File: src/rtl/uart_tx_engine.sv
// UART transmit engine: byte FIFO feeding a start/data/parity/stop serialiser
// with a per-frame latched baud divisor and frame format.
module uart_tx_engine #(
  parameter int FIFO_DEPTH = 8,
  parameter int DIV_W      = 16,
  parameter int LVL_W      = $clog2(FIFO_DEPTH) + 1
) (
  input  logic             pclk,
  input  logic             prst,
  input  logic [DIV_W-1:0] baud_div,
  input  logic             tx_en,
  input  logic             parity_en,
  input  logic             parity_odd,
  input  logic             stop2,
  input  logic             wr_valid,
  input  logic [7:0]       wr_data,
  output logic             wr_ready,
  output logic             uart_tx,
  output logic             busy,
  output logic             tx_done,
  output logic [LVL_W-1:0] fifo_level,
  output logic             fifo_empty,
  output logic             fifo_full
);

  localparam int PTR_W = $clog2(FIFO_DEPTH);
  localparam logic [DIV_W-1:0] BAUD_ONE = 1;

  typedef enum logic [2:0] {IDLE, START, DATA, PARITY, STOP} state_t;

  logic [7:0]       fifo_mem_q [FIFO_DEPTH];
  logic [PTR_W-1:0] wr_ptr_q, wr_ptr_d, rd_ptr_q, rd_ptr_d;
  logic [LVL_W-1:0] level_q, level_d;
  logic             full_q, full_d, empty_q, empty_d;
  logic             push, pop;

  state_t           state_q, state_d;
  logic [DIV_W-1:0] baud_cnt_q, baud_cnt_d;
  logic [DIV_W-1:0] div_q, div_d;
  logic [2:0]       bit_cnt_q, bit_cnt_d;
  logic [7:0]       shift_q, shift_d;
  logic             par_en_q, par_en_d;
  logic             par_bit_q, par_bit_d;
  logic             stop2_q, stop2_d;
  logic             stop_cnt_q, stop_cnt_d;
  logic             uart_tx_q, uart_tx_d;
  logic             tx_done_q, tx_done_d;
  logic             bit_end, can_start, load;
  logic [7:0]       fifo_head;

  assign wr_ready   = !full_q;
  assign push       = wr_valid && !full_q;
  assign fifo_head  = fifo_mem_q[rd_ptr_q];
  assign bit_end    = (baud_cnt_q == div_q);
  assign can_start  = tx_en && !empty_q;
  assign uart_tx    = uart_tx_q;
  assign tx_done    = tx_done_q;
  assign busy       = (state_q != IDLE);
  assign fifo_level = level_q;
  assign fifo_empty = empty_q;
  assign fifo_full  = full_q;

  // Storage array; contents are don't-care after reset since the pointers are cleared.
  always_ff @(posedge pclk) begin
    if (push) fifo_mem_q[wr_ptr_q] <= wr_data;
  end

  // Next pointer/level/flag values; pointers wrap naturally as the depth is a power of two.
  always_comb begin
    wr_ptr_d = wr_ptr_q + PTR_W'(push);
    rd_ptr_d = rd_ptr_q + PTR_W'(pop);
    level_d  = level_q + LVL_W'(push) - LVL_W'(pop);
    full_d   = (level_d == LVL_W'(FIFO_DEPTH));
    empty_d  = (level_d == '0);
  end

  // FIFO bookkeeping registers.
  always_ff @(posedge pclk) begin
    if (prst) begin
      wr_ptr_q <= '0;
      rd_ptr_q <= '0;
      level_q  <= '0;
      full_q   <= 1'b0;
      empty_q  <= 1'b1;
    end else begin
      wr_ptr_q <= wr_ptr_d;
      rd_ptr_q <= rd_ptr_d;
      level_q  <= level_d;
      full_q   <= full_d;
      empty_q  <= empty_d;
    end
  end

  // Frame sequencing; outputs are derived from the next state so they register in step with it.
  always_comb begin
    state_d    = state_q;
    baud_cnt_d = baud_cnt_q;
    div_d      = div_q;
    bit_cnt_d  = bit_cnt_q;
    shift_d    = shift_q;
    par_en_d   = par_en_q;
    par_bit_d  = par_bit_q;
    stop2_d    = stop2_q;
    stop_cnt_d = stop_cnt_q;
    load       = 1'b0;
    case (state_q)
      IDLE: begin
        if (can_start) load = 1'b1;
      end
      START: begin
        if (bit_end) begin
          state_d    = DATA;
          baud_cnt_d = '0;
          bit_cnt_d  = '0;
        end else begin
          baud_cnt_d = baud_cnt_q + BAUD_ONE;
        end
      end
      DATA: begin
        if (bit_end) begin
          baud_cnt_d = '0;
          shift_d    = {1'b0, shift_q[7:1]};
          if (bit_cnt_q == 3'd7) begin
            state_d    = par_en_q ? PARITY : STOP;
            stop_cnt_d = 1'b0;
          end else begin
            bit_cnt_d = bit_cnt_q + 3'd1;
          end
        end else begin
          baud_cnt_d = baud_cnt_q + BAUD_ONE;
        end
      end
      PARITY: begin
        if (bit_end) begin
          state_d    = STOP;
          baud_cnt_d = '0;
          stop_cnt_d = 1'b0;
        end else begin
          baud_cnt_d = baud_cnt_q + BAUD_ONE;
        end
      end
      STOP: begin
        if (bit_end) begin
          baud_cnt_d = '0;
          if (stop_cnt_q == stop2_q) begin
            if (can_start) load = 1'b1;
            else           state_d = IDLE;
          end else begin
            stop_cnt_d = 1'b1;
          end
        end else begin
          baud_cnt_d = baud_cnt_q + BAUD_ONE;
        end
      end
      default: state_d = IDLE;
    endcase
    if (load) begin
      state_d    = START;
      baud_cnt_d = '0;
      bit_cnt_d  = '0;
      div_d      = baud_div;
      shift_d    = fifo_head;
      par_en_d   = parity_en;
      par_bit_d  = (^fifo_head) ^ parity_odd;
      stop2_d    = stop2;
      stop_cnt_d = 1'b0;
    end
    pop = load;
    case (state_d)
      START:   uart_tx_d = 1'b0;
      DATA:    uart_tx_d = shift_d[0];
      PARITY:  uart_tx_d = par_bit_d;
      default: uart_tx_d = 1'b1;
    endcase
    tx_done_d = (state_d == STOP) && (stop_cnt_d == stop2_d) && (baud_cnt_d == div_d);
  end

  // Serialiser state and registered line/done outputs.
  always_ff @(posedge pclk) begin
    if (prst) begin
      state_q    <= IDLE;
      baud_cnt_q <= '0;
      div_q      <= '0;
      bit_cnt_q  <= '0;
      shift_q    <= '0;
      par_en_q   <= 1'b0;
      par_bit_q  <= 1'b0;
      stop2_q    <= 1'b0;
      stop_cnt_q <= 1'b0;
      uart_tx_q  <= 1'b1;
      tx_done_q  <= 1'b0;
    end else begin
      state_q    <= state_d;
      baud_cnt_q <= baud_cnt_d;
      div_q      <= div_d;
      bit_cnt_q  <= bit_cnt_d;
      shift_q    <= shift_d;
      par_en_q   <= par_en_d;
      par_bit_q  <= par_bit_d;
      stop2_q    <= stop2_d;
      stop_cnt_q <= stop_cnt_d;
      uart_tx_q  <= uart_tx_d;
      tx_done_q  <= tx_done_d;
    end
  end

endmodule

File: config.mk
export PLATFORM = sky130hd
export DESIGN_NAME = uart_tx_engine
export DESIGN_NICKNAME = d
export VERILOG_FILES = /design/src/rtl/uart_tx_engine.sv
export SDC_FILE = /design/constraint.sdc
export NUM_CORES = 1
export LEC_CHECK = 0
export ABC_AREA = 1
export CAP_MARGIN = 20
export CORE_ASPECT_RATIO = 1.5
export CORE_MARGIN = 1
export CORE_UTILIZATION = 45
export CTS_BUF_LIST = sky130_fd_sc_hd__clkbuf_16
export CTS_CLUSTER_DIAMETER = 60
export DETAILED_ROUTE_END_ITERATION = 7
export PLACE_DENSITY = 0.75
export SLEW_MARGIN = 20
export SYNTH_ARGS = -nofsm -noshare
export SYNTH_HDL_FRONTEND = slang
export SYNTH_SLANG_ARGS = --single-unit
File: constraint.sdc
create_clock -name pclk -period 2.6 [get_ports pclk]
set_input_delay 0.52 -clock pclk [delete_from_list [all_inputs] [get_ports pclk]]
set_output_delay 0.52 -clock pclk [all_outputs]
set_load 0.02 [all_outputs]
# After elaboration in Yosys (flattened, before gate mapping)
# Memory sizes are Yosys's and may differ from the RTL's. A register that Yosys moved wholly into a read port is not among the register bits.
# Cells that the tools add are included.
# totals
input_bits,31
elab_cells,97
register_bits,64
output_inout_bits,10
ram_bits,64
n_memories,1
# op_classes
muxes,38
n_reduce_logical,17
addsub,6
eq_ne,17
bitwise_logic,1
# memory_table
name,depth,word_bits,rd,rd_clocked_by_memory_dff,wr,line,source
fifo_mem_q,8,8,1,1,1,31,logic [7:0] fifo_mem_q [FIFO_DEPTH];
# op_table
cell,n
$mux 16,4
$mux 3,13
$eq 16x16->1,2
$mux 8,3
$add 16x1->16 const B,1
$pmux 3 s5,1
$mux 1,13
$eq 3x2->1 const B,4
$eq 3x3->1 const B,3
$reduce_xor 8->1,1
$add 3x1->3,2
$eq 3x1->1 const B,2
$ne 2x2->1 const B,3
$pmux 1 s3,2
$pmux 3 s2,1
$reduce_bool 2->1,3
$add 4x1->4,1
$eq 4x4->1 const B,1
$logic_and 1x1->1,4
$logic_not 4->1,1
$reduce_and 4->1,1
$reduce_or 4->1,1
$sub 4x1->4,1
$add 3x1->3 const B,1
8 further kinds,10

# Logic depth before layout (Yosys ltp)
# logic_depth
depth_word,10
ltp_mapped,20

# Worst setup path after synthesis
# OpenSTA, ideal clock, no wires.
# synth_timing
kind,register -> register
start,register baud_cnt_q[5]
end,"register empty_q, in the netlist fifo_empty"
t_arrival_ns,2.632
path_stages_with_launch,19
required_ns,2.526
setup_slack_ns,-0.107
synth_period_minus_slack_ns,2.707
path_cell_list,dfxtp_1 -> buf_2 -> inv_2 -> nand2_1 -> nand2_1 -> nor2_1 -> nand2_1 -> nor2_4 -> nand4_2 -> nand2_2 -> buf_2 -> buf_2 -> ha_1 -> inv_1 -> ha_1 -> fa_1 -> xnor2_1 -> nand3_1 -> o21ai_0
# synth_between
elab_chain_len,5
# synth_lines
element,line,source
start: declaration,38,"logic [DIV_W-1:0] baud_cnt_q, baud_cnt_d;"
start signal: assignment,194,baud_cnt_q <= baud_cnt_d;
$eq 16x16->1,54,assign bit_end = (baud_cnt_q == div_q);
$mux 1,143,if (bit_end) begin
$pmux 1 s2,106,case (state_q)
$sub 4x1->4,72,level_d = level_q + LVL_W'(push) - LVL_W'(pop);
$logic_not 4->1,74,empty_d = (level_d == '0);
end signal: assignment,90,empty_q <= empty_d;
end: declaration,34,"logic full_q, full_d, empty_q, empty_d;"
# No other way between the ends.
# A chain may end at the register's enable or synchronous reset.

# Final worst setup path
# layout_timing
start,register div_q[2]
end,"register empty_q, in the netlist fifo_empty"
# layout_between
elab_chain_len,5
# layout_lines
element,line,source
start: declaration,39,"logic [DIV_W-1:0] div_q, div_d;"
start signal: assignment,195,div_q <= div_d;
$eq 16x16->1,54,
$mux 1,143,
$pmux 1 s2,106,
$sub 4x1->4,72,
$logic_not 4->1,74,
# No other way between the ends.

==> metrics.md <==
| Metric | Value |
|---|---|
| Worst Tran Pin Value | 0.572 ns |
| Final std cells w/o fill | 1254 |
| Crit-path slowest cell | fa_1 |
| Synth unique cells | 40 |
| Pleak | 3.83 nW |
| Yosys Warn Count | 0 |
| Synth area leader | edfxtp_1 |
| Data arrival, critical path | 2.77 ns |
| Clock Tree Root | clkbuf_16 |
| Remaining DRCs | 0 |
| Fin Setup TNS | 0 ns |
| Antenna violations before repair | 0 |
| Post-route ant nets | 0 |
| Worst Hold Path EP | shift_q[7]$_SDFFE_PP0P_ |
| Vias in the first global route | 5960 |
| Initial Util | 46.1% |
| Combinational family with the most area after synthesis | simple AND/OR/NAND/NOR gates |
| Final #Nets | 1086 |
| Post-DP HPWL | 12.2 mm |
| # H-tree levels | 4 |
| Comb power frac | 40.5% |
| CP endpoint kind | flop |
| PortBufs | 40 |
| Asr flop ratio synth | 0% |
| Core area | 0.0151 mm^2 |
| Ys flop type | edfxtp_1 |
| Initial DRT Pass Iterations | 5 |
| Hold depth | 2 |
| Critical hold path startpoint | shift_q[7]$_SDFFE_PP0P_ |
| Layout area overhead | 20.6% |
| Largest net degree at the start of global routing | 52 |
| Total grt overflow | 0 |
| Clock Skew | 0.0128 ns |
| CP required | 2.95 ns |
| Max cap viols | 0 |
| FF+latch count, synth | 128 |
| Setup slack after placement | -0.228 ns |
| Endpoints failing hold | 0 |
| CP Buf/Inv Count | 1 |
| Startpoint types | flop |
| Routability Congestion | 0.983 |
| Post-synthesis mux area share | 0% |
| Placement Rows | 55 |
| Pint | 5.19 mW |
| CTS tree | built |
| First-pass GRT wire length | 27.7 mm |
| Synth Area per Inst | 7.15 um^2 |
| DR WL/cell | 13.6 um |
| Total number of vias | 6256 |
| Max Clock Freq | 414 MHz |
| CTS clk-pin slew, worst paths | 0.06 ns |
| Crit-path cells | xor2_1 > nor2_1 > nand2_2 > nor2_8 > nand4_4 > nand2_2 > ha_1 > inv_1 > ha_1 > fa_1 > xnor2_2 > nand3_1 > o21ai_1 |
| IO Pins | 41 |
| Register area | 0.00321 mm^2 |
| Longest Clk Path Bufs | 2 |
| # hold bufs at CTS | 0 |
| Post-Syn Instances | 976 |
| Top cells by area, synth | edfxtp_1 (28%), dfxtp_1 (18%), nand2_1 (17%), nor2_1 (9.7%), inv_1 (4.9%) |
| Slew headroom | 61.9% |
| Final Cycle Share | 92.8% |
| Post-layout min period | 2.41 ns |
| Hold crit path type | flop to flop |
| Synth Area in Simple Gates | 35.9% |
| Critical path class | flop to flop |
| IR Drop Worst-Case VDD | 0.835 mV |
| Psw | 3.26 mW |
| Initial DRC Count | 345 |
| Count leader, synth | nand2_1 |
| Sequential fraction of the synthesis area | 45.9% |
| Fill cell total of the finished layout | 1416 |
| Post-synthesis compound-gate area fraction | 6.13% |
| Die X | 104 um |
| Final setup fails | 0 |
| RR Endpoint | fifo_empty$_SDFF_PP1_ |
| Syn Nets | 1020 |
| Via/cell ratio | 4.99 |
| R2R Path Start | div_q[2]$_SDFF_PP0_ |
| Clk pwr share | 29.0% |
| Clock latency on the worst-skew pair | 0.42 ns |
| Max-slew violations | 0 |
| Power density over cell area | 1000 mW/mm^2 |
| Synth top cells by count | nand2_1 (322), nor2_1 (180), inv_1 (91) |
| Synth top area share | 27.5% |
| Sw Share | 38.6% |
| Drt total wl | 17.0 mm |
| Status | finished, final reports clean |
| R2r setup slk | 0.19 ns |
| R2R cell count | 13 |
| Post-route setup slack | 0.187 ns |
| Multi-input gate area | 0.00323 mm^2 |
| GRT Overall Usage | 22.2% |
| Die Y | 155 um |
| Die footprint | 0.0160 mm^2 |
| Sequential power share | 30.5% |
| CTS buffer count | 17 |
| Fraction of final layout cells sized beyond drive strength 1 | 11.0% |
| TritonCTS Sinks | 128 |
| Placed cells | 1218 |
| Crit path max-delay family | adder cells |
| Synth Area in Adders | 2.44% |
| Number of diodes | 0 |
| XOR/XNOR share of the synthesized area | 1.38% |
| Crit Path Max Fanout | 3 |
| EDFF count, synth | 64 |
| Slowest stage delay, CP | 0.41 ns |
| Post-Syn Area | 0.00698 mm^2 |
## registers in the layout, indices dropped and copies added, names as in the netlist
signal,count
baud_cnt_q,16
fifo_level,4
uart_tx,1
bit_cnt_q,3
div_q,16
state_q,3
shift_q,8
par_bit_q,1
stop2_q,1
stop_cnt_q,1
fifo_full,1
fifo_empty,1
fifo_mem_q,64
wr_ptr_q,3
rd_ptr_q,3
tx_done,1
par_en_q,1
## how the worst max path moves through the flow
stage | endpoint | slack [ns] | depth (start not counted) | from
4_1_cts | fifo_empty$_SDFF_PP1_ | 0.007 | 15 | baud_cnt_q[0]$_SDFF_PP0_
5_1_grt | fifo_empty$_SDFF_PP1_ | -0.02 | 15 | baud_cnt_q[3]$_SDFF_PP0_
2_1_floorplan | fifo_empty$_SDFF_PP1_ | 0.003 | 18 | baud_cnt_q[5]$_SDFF_PP0_
3_3_place_gp | fifo_empty$_SDFF_PP1_ | -0.19 | 12 | tx_en
6_report | fifo_empty$_SDFF_PP1_ | 0.19 | 13 | div_q[2]$_SDFF_PP0_
3_5_place_dp | fifo_empty$_SDFF_PP1_ | -0.23 | 12 | tx_en
## logic make-up (layout without fill, tap and decap cells)
group | count (synthesis) | after routing
AO/OA/AOI/OAI | 77 | 77
XOR/XNOR | 11 | 11
adder cells (fa/ha/maj) | 13 | 13
buffers and inverters | 140 | 219
flip-flops | 128 | 128
AND/OR/NAND/NOR | 607 | 607
## routing by layer
layer	GRT usage [%]	up-vias	part of all wire (%)	wire, um
met1	22.6	2809	38	6530
met5	0	-	0	0
li1	-	3222	-	-
met4	14.1	0	4.8	817
met2	42.1	166	53	9020
met3	3.37	59	3.8	640
## cell type report
class / count / area share [%]
Inverter: 106 / 4.73
Timing Repair Buffer: 81 / 8.51
Tap cell: 199 / 2.96
Clock buffer: 17 / 5.06
Multi-Input combinational cell: 708 / 38.4
Clock inverter: 15 / 2.22
Sequential cell: 128 / 38.2
## power groups by stage
stage          Combinational (mW)  Clock [mW]  Sequential, mW
2_1_floorplan                2.35           0            2.62
3_3_place_gp                 3.22           0            2.61
3_5_place_dp                 3.27           0            2.61
4_1_cts                      3.29        2.49            2.57
5_1_grt                      3.86        2.56            2.61
6_report                     3.43        2.45            2.57
## metrics by stage
| stage | hold WS (ns) | utilization, % | total power [mW] | cell area [um^2] |
|---|---|---|---|---|
| detailed placement | 0.475 | 51.2 | 5.88 | 7750 |
| floorplan | 0.441 | - | 4.98 | 7000 |
| global placement | 0.452 | 51.2 | 5.83 | 7750 |
| CTS | 0.480 | 55.2 | 8.35 | 8360 |
| finish | 0.478 | 55.6 | 8.45 | 8410 |
| global route | 0.492 | 55.6 | 9.03 | 8410 |
## cells in the final DEF (no fill, tap or decap), types with 7 or more instances in the layout
master	Yosys	layout
buf_4	3	40
inv_1	91	91
nor3_1	9	8
clkbuf_16	0	17
clkdlybuf4s50_1	0	39
dfxtp_1	64	57
dfxtp_2	0	7
ha_1	12	12
o21ai_0	53	52
inv_2	11	11
edfxtp_1	64	64
nand2_1	322	322
xor2_1	8	8
nand3_1	68	68
nor2_1	180	179
## what timing repair did
action                                  CTS  global route
buffers inserted                          0             4
endpoints found under the hold margin     0             0
endpoints found under the setup margin    0            12
gates resized for setup                   0            11
## worst reg2reg max path: stages, from the launching register on
cell and delay [ns]:
dfxtp_1 0.34, xor2_1 0.28, nor2_1 0.11, nand2_2 0.12
nor2_8 0.06, nand4_4 0.06, nand2_2 0.07, ha_1 0.27
inv_1 0.04, ha_1 0.19, fa_1 0.41, xnor2_2 0.16
nand3_1 0.10, o21ai_1 0.13
(Power assumes the default switching activity.)
